===== src/rtl/down_counter_timer.sv =====
// Loadable down-counter timer: counts O from the loaded value to zero on CE and pulses DONE for one cycle at expiry.
// Load accepted only while idle; ABORT cancels a countdown; optional auto-reload re-arms from the last accepted value.
module down_counter_timer #(
    parameter int WIDTH       = 4,
    parameter bit AUTO_RELOAD = 1'b0
) (
    input  logic             CLK,
    input  logic             RESET,
    input  logic             LOAD_VALID,
    input  logic [WIDTH-1:0] LOAD_DATA,
    output logic             LOAD_READY,
    input  logic             CE,
    input  logic             ABORT,
    output logic [WIDTH-1:0] O,
    output logic             ZERO,
    output logic             DONE,
    output logic             BUSY
);

    typedef enum logic [1:0] {IDLE, COUNT, EXPIRE} state_t;

    localparam logic [WIDTH-1:0] ONE = {{(WIDTH-1){1'b0}}, 1'b1};

    state_t           state;
    logic [WIDTH-1:0] count;
    logic [WIDTH-1:0] reload;
    logic             done_q;

    always_ff @(posedge CLK) begin
        if (!RESET) begin
            state  <= IDLE;
            count  <= '0;
            reload <= '0;
            done_q <= 1'b0;
        end else begin
            done_q <= 1'b0;
            case (state)
                IDLE: begin
                    if (LOAD_VALID) begin
                        count  <= LOAD_DATA;
                        reload <= LOAD_DATA;
                        if (LOAD_DATA == '0) begin
                            state  <= EXPIRE;
                            done_q <= 1'b1;
                        end else begin
                            state <= COUNT;
                        end
                    end
                end
                COUNT: begin
                    // ABORT wins over the final decrement, so no DONE can slip out.
                    if (ABORT) begin
                        state <= IDLE;
                    end else if (CE) begin
                        if (count <= ONE) begin
                            count  <= '0;
                            state  <= EXPIRE;
                            done_q <= 1'b1;
                        end else begin
                            count <= count - ONE;
                        end
                    end
                end
                EXPIRE: begin
                    if (AUTO_RELOAD && !ABORT) begin
                        count <= reload;
                        if (reload == '0) begin
                            done_q <= 1'b1;
                        end else begin
                            state <= COUNT;
                        end
                    end else begin
                        state <= IDLE;
                    end
                end
                default: state <= IDLE;
            endcase
        end
    end

    assign O          = count;
    assign ZERO       = (count == '0);
    assign DONE       = done_q;
    assign BUSY       = (state != IDLE);
    assign LOAD_READY = (state == IDLE) && RESET;

endmodule


===== config.mk =====
export PLATFORM = sky130hd
export DESIGN_NAME = down_counter_timer
export DESIGN_NICKNAME = d
export VERILOG_FILES = /design/src/rtl/down_counter_timer.sv
export SDC_FILE = /design/constraint.sdc
export NUM_CORES = 1
export LEC_CHECK = 0
export ABC_AREA = 0
export CAP_MARGIN = 20
export CORE_AREA = 2 2 39 41
export CTS_BUF_LIST = sky130_fd_sc_hd__clkbuf_8
export DETAILED_ROUTE_END_ITERATION = 6
export DIE_AREA = 0 0 41 43
export GPL_TIMING_DRIVEN = 1
export HOLD_SLACK_MARGIN = 0.03
export PLACE_DENSITY = 0.65
export SYNTH_ARGS = -nofsm -noshare
export SYNTH_HDL_FRONTEND = slang
export SYNTH_SLANG_ARGS = --single-unit

===== constraint.sdc =====
create_clock -name CLK -period 2.2 [get_ports CLK]
set_input_delay 0.22 -clock CLK [delete_from_list [all_inputs] [get_ports CLK]]
set_output_delay 0.22 -clock CLK [all_outputs]
set_load 0.005 [all_outputs]

==> reports/results.txt, run 1 <==
The flow ran to the end, and the final reports show no timing, DRC or antenna violations. The overall die height was 43 um; the slack of the worst reg-to-reg path was 630 ps. Once layout is complete, the cells apart from fillers number 86. The pre-antenna-repair detailed-routing pass consisted of 2 iterations. The critical path ends at LOAD_READY. The total track usage is 14.6%.

STA puts the critical path data required time at 1980 ps. The run gives 10 as the initial DRC count. For the worst setup path, the data arrival time is 1500 ps. The number of cells on the worst reg-to-reg path was 6.

The tools report the launch point of the worst path as RESET. After technology mapping, the gate count stands at 50. For the final-report setup violation count, the log shows 0. Setup repair after global routing left no endpoint under its margin. The area of the die was 0.00176 sq mm; the number of synthesized register bits was 7. Combinational cells account for 29.3% of the total power. The first global-routing pass estimated 1690 um of wire.

After clock tree synthesis, the setup repair step added 0 buffers. After detailed routing, the number of remaining DRC violations is 0. The number of global-route vias before repair was 438; the placeable core region was 0.00138 sq mm.

The completed layout was analyzed and its total power is 0.468 mW. The average wire per cell in the routed design is 12.6 um, and the netlist area before placement is 453 sq um. The worst pin sits at a relative slew slack of 72.8%. For this design the top-level I/O count stands at 17. The run gives 0 as the number of hold buffers added after CTS.

For the post-synthesis net count, the log shows 62. In this run the critical register-to-register path is launched from O[0]$_SDFFE_PN0P_. The Yosys step of the flow raised 0 warnings. After the last flow step, the layout net total stands at 83. After detailed routing, the total wire length is 1080 um. The final hold violation count is 0.

Gates resized during post-CTS repair numbered 0. The run gives 33.8% as the register share of total power. The run gives 10 as the largest net degree at the start of global routing. The total overflow left after global routing is 0. IR analysis of the VDD net gives a maximum drop of 427 uV. Measured along the x axis, the die boundary spans 41 um. The final critical path takes up 78.1% of the cycle.

The tools report the count of antenna-violating nets left after detailed routing as 0. The clock transition at the register clock pins on the worst setup and hold paths after CTS came out at 40 ps. Cells with a size suffix above 1 make up 11.4% of the layout. The initial antenna violation count was 0.

The tools report the end of the worst register-to-register path as state[0]$_SDFFE_PN0P_. Once placement completed, the tool counted placed cells totaling 82. Via count of the routed design: 440. The type of the worst setup path was primary input to output port. The min-delay analysis places its worst path in the category register to register. The placed wire-length estimate is 781 um. Counting I/O delays and the setup requirement, the final critical path takes 1720 ps. For the summed negative setup slack over all endpoints, the log shows 0 ps.

The count of standard-cell rows is 14, and the static leakage is 0.264 nW. For the effective utilization at floorplan, the log shows 32.7%. The final count of pins violating max slew came out at 0.

Clock tree synthesis found a total of 7 sinks. Each instance of the synthesized netlist takes up on average 9.06 sq um. Endpoint type of the worst setup path: an output port.

The run gives 1 as the maximum level of the CTS H-tree. TritonCTS built the clock tree. The switching fraction of total power is 27.4%. Summed over all nets, the switching power comes to 0.128 mW.

The repair_antennas step left the layout with diodes totalling 0. The count of buffers added on input and output ports is 16. Dividing total power by cell area gives a power density of 689 mW/mm^2.

In this run, CTS created clock tree buffers numbering 3. The highest clock frequency the design can meet is 582 MHz. The clock tree buffer depth was 2. The sequential fraction of the synthesis area is 30.9%, and the unique cell type count in the Yosys netlist is 28.

The tool flagged a number of max-cap violations equal to 0. Clock latency on the worst-skew pair, taken at its later pin, is 220 ps. Across the routed clock network, the largest skew measured is 1.53 ps. In this run the worst path has a maximum fanout of 9. The area overhead of the layout relative to synthesis works out to 49.7%. In the routed layout, each cell is associated on average with a via count of 5.12. Portion of total power attributed to the clock network: 36.8%. STA classifies the critical path startpoint as a primary input.

At the end of routability-driven placement, the weighted congestion stood at 0.679. The internal power of the cells totals 0.340 mW. The library cell used as clock root buffer was sky130_fd_sc_hd__clkbuf_8. At the pin with the least slew margin, the transition time is 405 ps.
power groups by stage:
stage	Sequential [mW]	Clock [mW]	Combinational, mW
after floorplan	0.157	0	0.0733
after global placement	0.160	0	0.136
after detailed placement	0.160	0	0.136
after CTS	0.158	0.178	0.138
after global routing	0.160	0.188	0.152
final	0.158	0.172	0.137
synth_stat cells:
master	count	area [sq um]
sky130_fd_sc_hd__o311ai_2	1	16.3
sky130_fd_sc_hd__or2b_1	1	7.51
sky130_fd_sc_hd__nor4b_2	1	15.0
sky130_fd_sc_hd__nor3b_1	1	7.51
sky130_fd_sc_hd__nor4_1	1	6.26
sky130_fd_sc_hd__nor2_1	3	11.3
sky130_fd_sc_hd__nor2b_1	2	12.5
sky130_fd_sc_hd__o21ai_0	2	10.0
sky130_fd_sc_hd__a31o_1	1	8.76
sky130_fd_sc_hd__inv_1	4	15.0
sky130_fd_sc_hd__nand3b_2	1	11.3
sky130_fd_sc_hd__a32oi_1	1	8.76
sky130_fd_sc_hd__nor3_1	1	5.00
sky130_fd_sc_hd__o32ai_1	1	8.76
sky130_fd_sc_hd__dfxtp_1	7	140
sky130_fd_sc_hd__a31oi_1	1	6.26
sky130_fd_sc_hd__a2bb2oi_1	2	17.5
sky130_fd_sc_hd__o211a_1	1	10.0
sky130_fd_sc_hd__xor2_1	1	8.76
sky130_fd_sc_hd__ha_1	3	37.5
sky130_fd_sc_hd__a21oi_4	1	16.3
sky130_fd_sc_hd__nand2b_1	2	12.5
sky130_fd_sc_hd__a21oi_1	3	15.0
sky130_fd_sc_hd__nand2_1	2	7.51
sky130_fd_sc_hd__and2_1	1	6.26
sky130_fd_sc_hd__nand3b_1	1	7.51
sky130_fd_sc_hd__nand2b_2	1	8.76
sky130_fd_sc_hd__o21ai_1	3	15.0
layout by cell type, fill, tap and decap left out:
master | synthesis | layout
sky130_fd_sc_hd__clkdlybuf4s50_1 | 0 | 16
sky130_fd_sc_hd__clkbuf_8 | 0 | 3
sky130_fd_sc_hd__a32oi_1 | 1 | 1
sky130_fd_sc_hd__nor4b_2 | 1 | 1
sky130_fd_sc_hd__nand2_1 | 2 | 2
sky130_fd_sc_hd__inv_1 | 4 | 5
sky130_fd_sc_hd__xor2_1 | 1 | 1
sky130_fd_sc_hd__or2b_1 | 1 | 1
sky130_fd_sc_hd__nand3b_1 | 1 | 1
sky130_fd_sc_hd__o21ai_0 | 2 | 2
sky130_fd_sc_hd__a31o_1 | 1 | 1
sky130_fd_sc_hd__o311ai_2 | 1 | 1
sky130_fd_sc_hd__a21oi_1 | 3 | 3
sky130_fd_sc_hd__nand2b_2 | 1 | 1
sky130_fd_sc_hd__nor3b_1 | 1 | 1
sky130_fd_sc_hd__ha_1 | 3 | 3
sky130_fd_sc_hd__o21ai_1 | 3 | 3
sky130_fd_sc_hd__nor2_1 | 3 | 3
sky130_fd_sc_hd__nand2b_1 | 2 | 2
sky130_fd_sc_hd__a31oi_1 | 1 | 1
sky130_fd_sc_hd__nor2b_1 | 2 | 2
sky130_fd_sc_hd__nor3_1 | 1 | 1
sky130_fd_sc_hd__dfxtp_1 | 7 | 7
sky130_fd_sc_hd__o211a_1 | 1 | 1
sky130_fd_sc_hd__nand3b_2 | 1 | 1
sky130_fd_sc_hd__o32ai_1 | 1 | 1
sky130_fd_sc_hd__nor4_1 | 1 | 1
sky130_fd_sc_hd__a21oi_4 | 1 | 1
sky130_fd_sc_hd__and2_1 | 1 | 1
sky130_fd_sc_hd__a2bb2oi_1 | 2 | 2
per-layer routing:
metal,vias to the layer above,part of all wire (%),GRT usage [%]
met3,0,7.3,6.28
met4,0,0,6.00
met1,201,47,16.9
met2,14,46,22.5
met5,-,0,0
li1,225,-,-
sequential cells by signal, indices dropped and copies added (netlist names):
register and cells:
O 4, state 2, DONE 1
metrics by stage:
stage	hold WS [ps]	area [sq um]	util, %	setup WS [ps]
CTS	570	678	49.0	470
detailed placement	547	633	45.8	479
floorplan	348	453	-	806
finish	567	678	49.0	481
global route	608	678	49.0	394
global placement	555	633	45.8	495
critical path, stage by stage:
cell and delay [ps]:
sky130_fd_sc_hd__clkdlybuf4s50_1 620, sky130_fd_sc_hd__and2_1 170, sky130_fd_sc_hd__clkdlybuf4s50_1 490
cells by family (layout without fill, tap and decap cells):
group                      count (synthesis)  count (layout)  share of synthesized area, %
and+or+nand+nor                           18              18                          26.2
AOI/OAI and AO/OA                         17              17                          29.3
DFF                                        7               7                          30.9
buffers and inverters                      4              24                          3.31
adders and majority gates                  3               3                          8.29
xor gates and xnor gates                   1               1                          1.93
layout make-up:
type                       instances  area (sq um)
clock buffer                       3          41.3
clock inverter                     1          3.75
fill                             152           706
inverter                           4          15.0
multi-input combinational         39           298
sequential                         7           140
tap                               16          20.0
timing repair buffer              16           160
worst min path at each step:
stage                                      from  cells past startpoint                 to  slack [ps]
after detailed placement      O[1]$_SDFFE_PN0P_                      2  O[1]$_SDFFE_PN0P_         550
after CTS                 state[1]$_SDFFE_PN0P_                      2  O[3]$_SDFFE_PN0P_         570
after floorplan                           RESET                      1    DONE$_SDFF_PN0_         350
after global routing      state[1]$_SDFFE_PN0P_                      2  O[3]$_SDFFE_PN0P_         610
after global placement        O[1]$_SDFFE_PN0P_                      2  O[1]$_SDFFE_PN0P_         560
final                     state[1]$_SDFFE_PN0P_                      2  O[3]$_SDFFE_PN0P_         570
(Power assumes the default switching activity.)
==> inputs of run 2 (changes only) <==
clock period = 1.7 ns   (was 2.2 ns; I/O delays follow)
==> run 2 against run 1 <==
Clock skew grew 6.5 ps. Critical path depth is the same. Critical path type is now register to output port. First-iteration DRC count shrank 70%. Wire length shrank 5.4%.
==> reports/results.txt, run 2 (synthesized netlist as in run 1, its figures left out) <==
Counting every sink on the clock net gives 7. The slowest stage of the critical path is the sky130_fd_sc_hd__clkdlybuf4s50_1 cell. The clock transition at the register clock pins on the worst setup and hold paths after CTS works out to 50 ps. The tools report the detailed-router iteration count before antenna repair as 4.

In this run the vertical extent of the chip is 43 um. In the final routed layout, each cell accounts on average for 11.8 um. The net count of the finished layout is 84. The area overhead of the layout relative to synthesis was 52.2%. After detailed routing, the number of remaining DRC violations is 0. 0 antenna diodes ended up in the layout.

In this run the worst setup path begins at state[0]$_SDFFE_PN0P_. TritonCTS built the clock tree. Clock tree synthesis inserted a total of 3 buffers.

The run gives 0.767 as the weighted congestion at the end of routability-driven global placement. After floorplanning, the core was sized to cover 0.00138 sq mm. The run gives 405 as the number of global-route vias before repair. VDD sags by at most 475 uV.

For the pin with the worst max-slew slack, the measured transition is 377 ps. In the layout the commonest cells are 15 x sky130_fd_sc_hd__clkdlybuf4s50_1, 6 x sky130_fd_sc_hd__dfxtp_1, 5 x sky130_fd_sc_hd__inv_1. Global routing finished with a remaining overflow of 0. The run gives 0 as the initial antenna violation count. The path type of the worst min-delay path was register to register.

The worst clock skew is 8.05 ps. The tools report the overall power as 0.608 mW. The tools report the end of the worst register-to-register path as state[0]$_SDFFE_PN0P_. The count of standard-cell rows is 14, and the highest clock frequency the design can meet is 643 MHz. Once the floorplan was initialized, standard cells occupied 32.7% of the core.

The clock passes through at most 2 buffers. The number of port buffers was 16; the final hold violation count was 0. Summed over all nets, the half-perimeter wirelength after detailed placement is 790 um. Of the available clock period, the critical path in the final layout requires 91.4%. Once placement finished, the instance area stood at 641 sq um. The worst path in the final design needs a cycle of 1550 ps, including I/O delays and setup. Leaving out fill and tap cells, the most frequent cell in the layout is sky130_fd_sc_hd__clkdlybuf4s50_1. Once layout is done, the placed cells without fillers occupy 689 sq um.

The worst setup path is launched from a register. Setup repair after global routing left no endpoint under its margin. Wires add up to 1030 um. Final-report setup violation count: 0. The detail-routed via count per cell came out at 4.92. The flip-flop count of the largest register after layout was 4. The maximum fanout along the worst path works out to 6. The final count of pins violating max slew came out at 0. The area of the die came out at 0.00176 sq mm. The root buffer cell chosen for the clock tree is sky130_fd_sc_hd__clkbuf_8. 17 I/O pins were placed. The run gives 428 as the via count of the routed design.

For this block, the initial DRC count from the detailed router was 3. The total track usage is 14.1%, and the setup fix buffers added after clock tree synthesis is 0. The slack of the worst reg-to-reg path is 190 ps, and the share of cells above drive strength 1 is 14.1%.

The clock latency at the later pin of the worst-skew pair is 230 ps. Power density relative to cell area: 883 mW/mm^2. The signal on the critical path passes through nor2_1 > and2_1 > clkdlybuf4s50_1.

By startpoint and endpoint, the worst setup path is classified as register to output port. On the worst path, the slowest cell contributes a delay of 490 ps. The tool flagged a number of max-cap violations equal to 0. The global-route wire length before repair is 1680 um, and the maximum level of the CTS H-tree is 1.

Summed over all failing endpoints, the final setup total negative slack is 0 ps. The run gives 9 as the largest net degree at the start of global routing. The startpoint identified for the worst register-to-register timing path is O[1]$_SDFFE_PN0P_. The number of cells on the worst reg-to-reg path is 6.

For the worst setup path, the data arrival time is 1380 ps. The analysis attributes to cell leakage a power of 0.279 nW. The most critical setup path has its endpoint at LOAD_READY. Counting the fill cells in the layout gives 142.

The data required time at the worst endpoint was 1530 ps; the count of antenna-violating nets left after detailed routing was 0. The run finished with clean final reports. The floorplan step set the die width to 41 um. The endpoint type of the worst setup path was an output port. Remaining max-slew budget at the tightest pin: 74.7%.
## run 2: changes by cell type in the layout (fill, tap and decap cells not counted), sizes merged
cell / delta
buf: +1
clkdlybuf4s50: -1
dlymetal6s2s: +1
## run 2: what timing repair did
action	4_1_cts	5_1_grt
hold buffers	0	0
setup endpoints to repair	0	1
endpoints found under the hold margin	0	0
gates resized for setup	0	2
## run 2: where the power goes
group | internal, mW | switching, mW | leakage [nW]
Combinational | 0.104 | 0.0712 | 0.195
Clock | 0.156 | 0.0736 | 0.0269
Sequential | 0.180 | 0.0230 | 0.0579
## run 2: worst min path at each step
stage	from	endpoint	slack (ps)	depth (start not counted)
2_1_floorplan	RESET	DONE$_SDFF_PN0_	300	1
3_3_place_gp	O[1]$_SDFFE_PN0P_	O[1]$_SDFFE_PN0P_	540	2
3_5_place_dp	O[1]$_SDFFE_PN0P_	O[1]$_SDFFE_PN0P_	550	2
4_1_cts	O[1]$_SDFFE_PN0P_	O[1]$_SDFFE_PN0P_	560	2
5_1_grt	O[1]$_SDFFE_PN0P_	O[1]$_SDFFE_PN0P_	560	2
6_report	O[1]$_SDFFE_PN0P_	O[1]$_SDFFE_PN0P_	550	2
## run 2: final cells by class
class,instances,area (sq um),area share [%]
Multi-Input combinational cell,39,298,43.2
Timing Repair Buffer,17,170,24.7
Sequential cell,7,141,20.5
Clock buffer,3,41.3,5.99
Tap cell,16,20.0,2.90
Inverter,4,15.0,2.18
Clock inverter,1,3.75,0.544
## run 2: critical path: cells and delay by family, from the launching register on
kind / cells / cell delay [ps]
buffers and inverters: 1 / 490
DFF: 1 / 360
and+or+nand+nor: 2 / 330
## run 2: metal layers
| layer | vias up | wire length (um) | global-route usage, % |
|---|---|---|---|
| li1 | 226 | - | - |
| met1 | 186 | 499 | 19.3 |
| met2 | 14 | 434 | 18.4 |
| met3 | 2 | 76 | 6.28 |
| met4 | 0 | 14 | 6.00 |
| met5 | - | 0 | 0 |
## run 2: through the flow
stage                     utilization [%]  hold WS, ps  setup WS [ps]  instances
final                                49.8          555            146         87
after global routing                 49.8          564           74.1         87
after CTS                            49.5          556           13.7         87
after detailed placement             46.3          549            149         83
after global placement               46.3          541            161         83
after floorplan                         -          298            306         50
==> inputs of run 3 (changes only) <==
TNS_END_PERCENT = 50   (was not set)
==> results of run 3 <==
Final layout, timing and power as in run 2 (identical DEF).
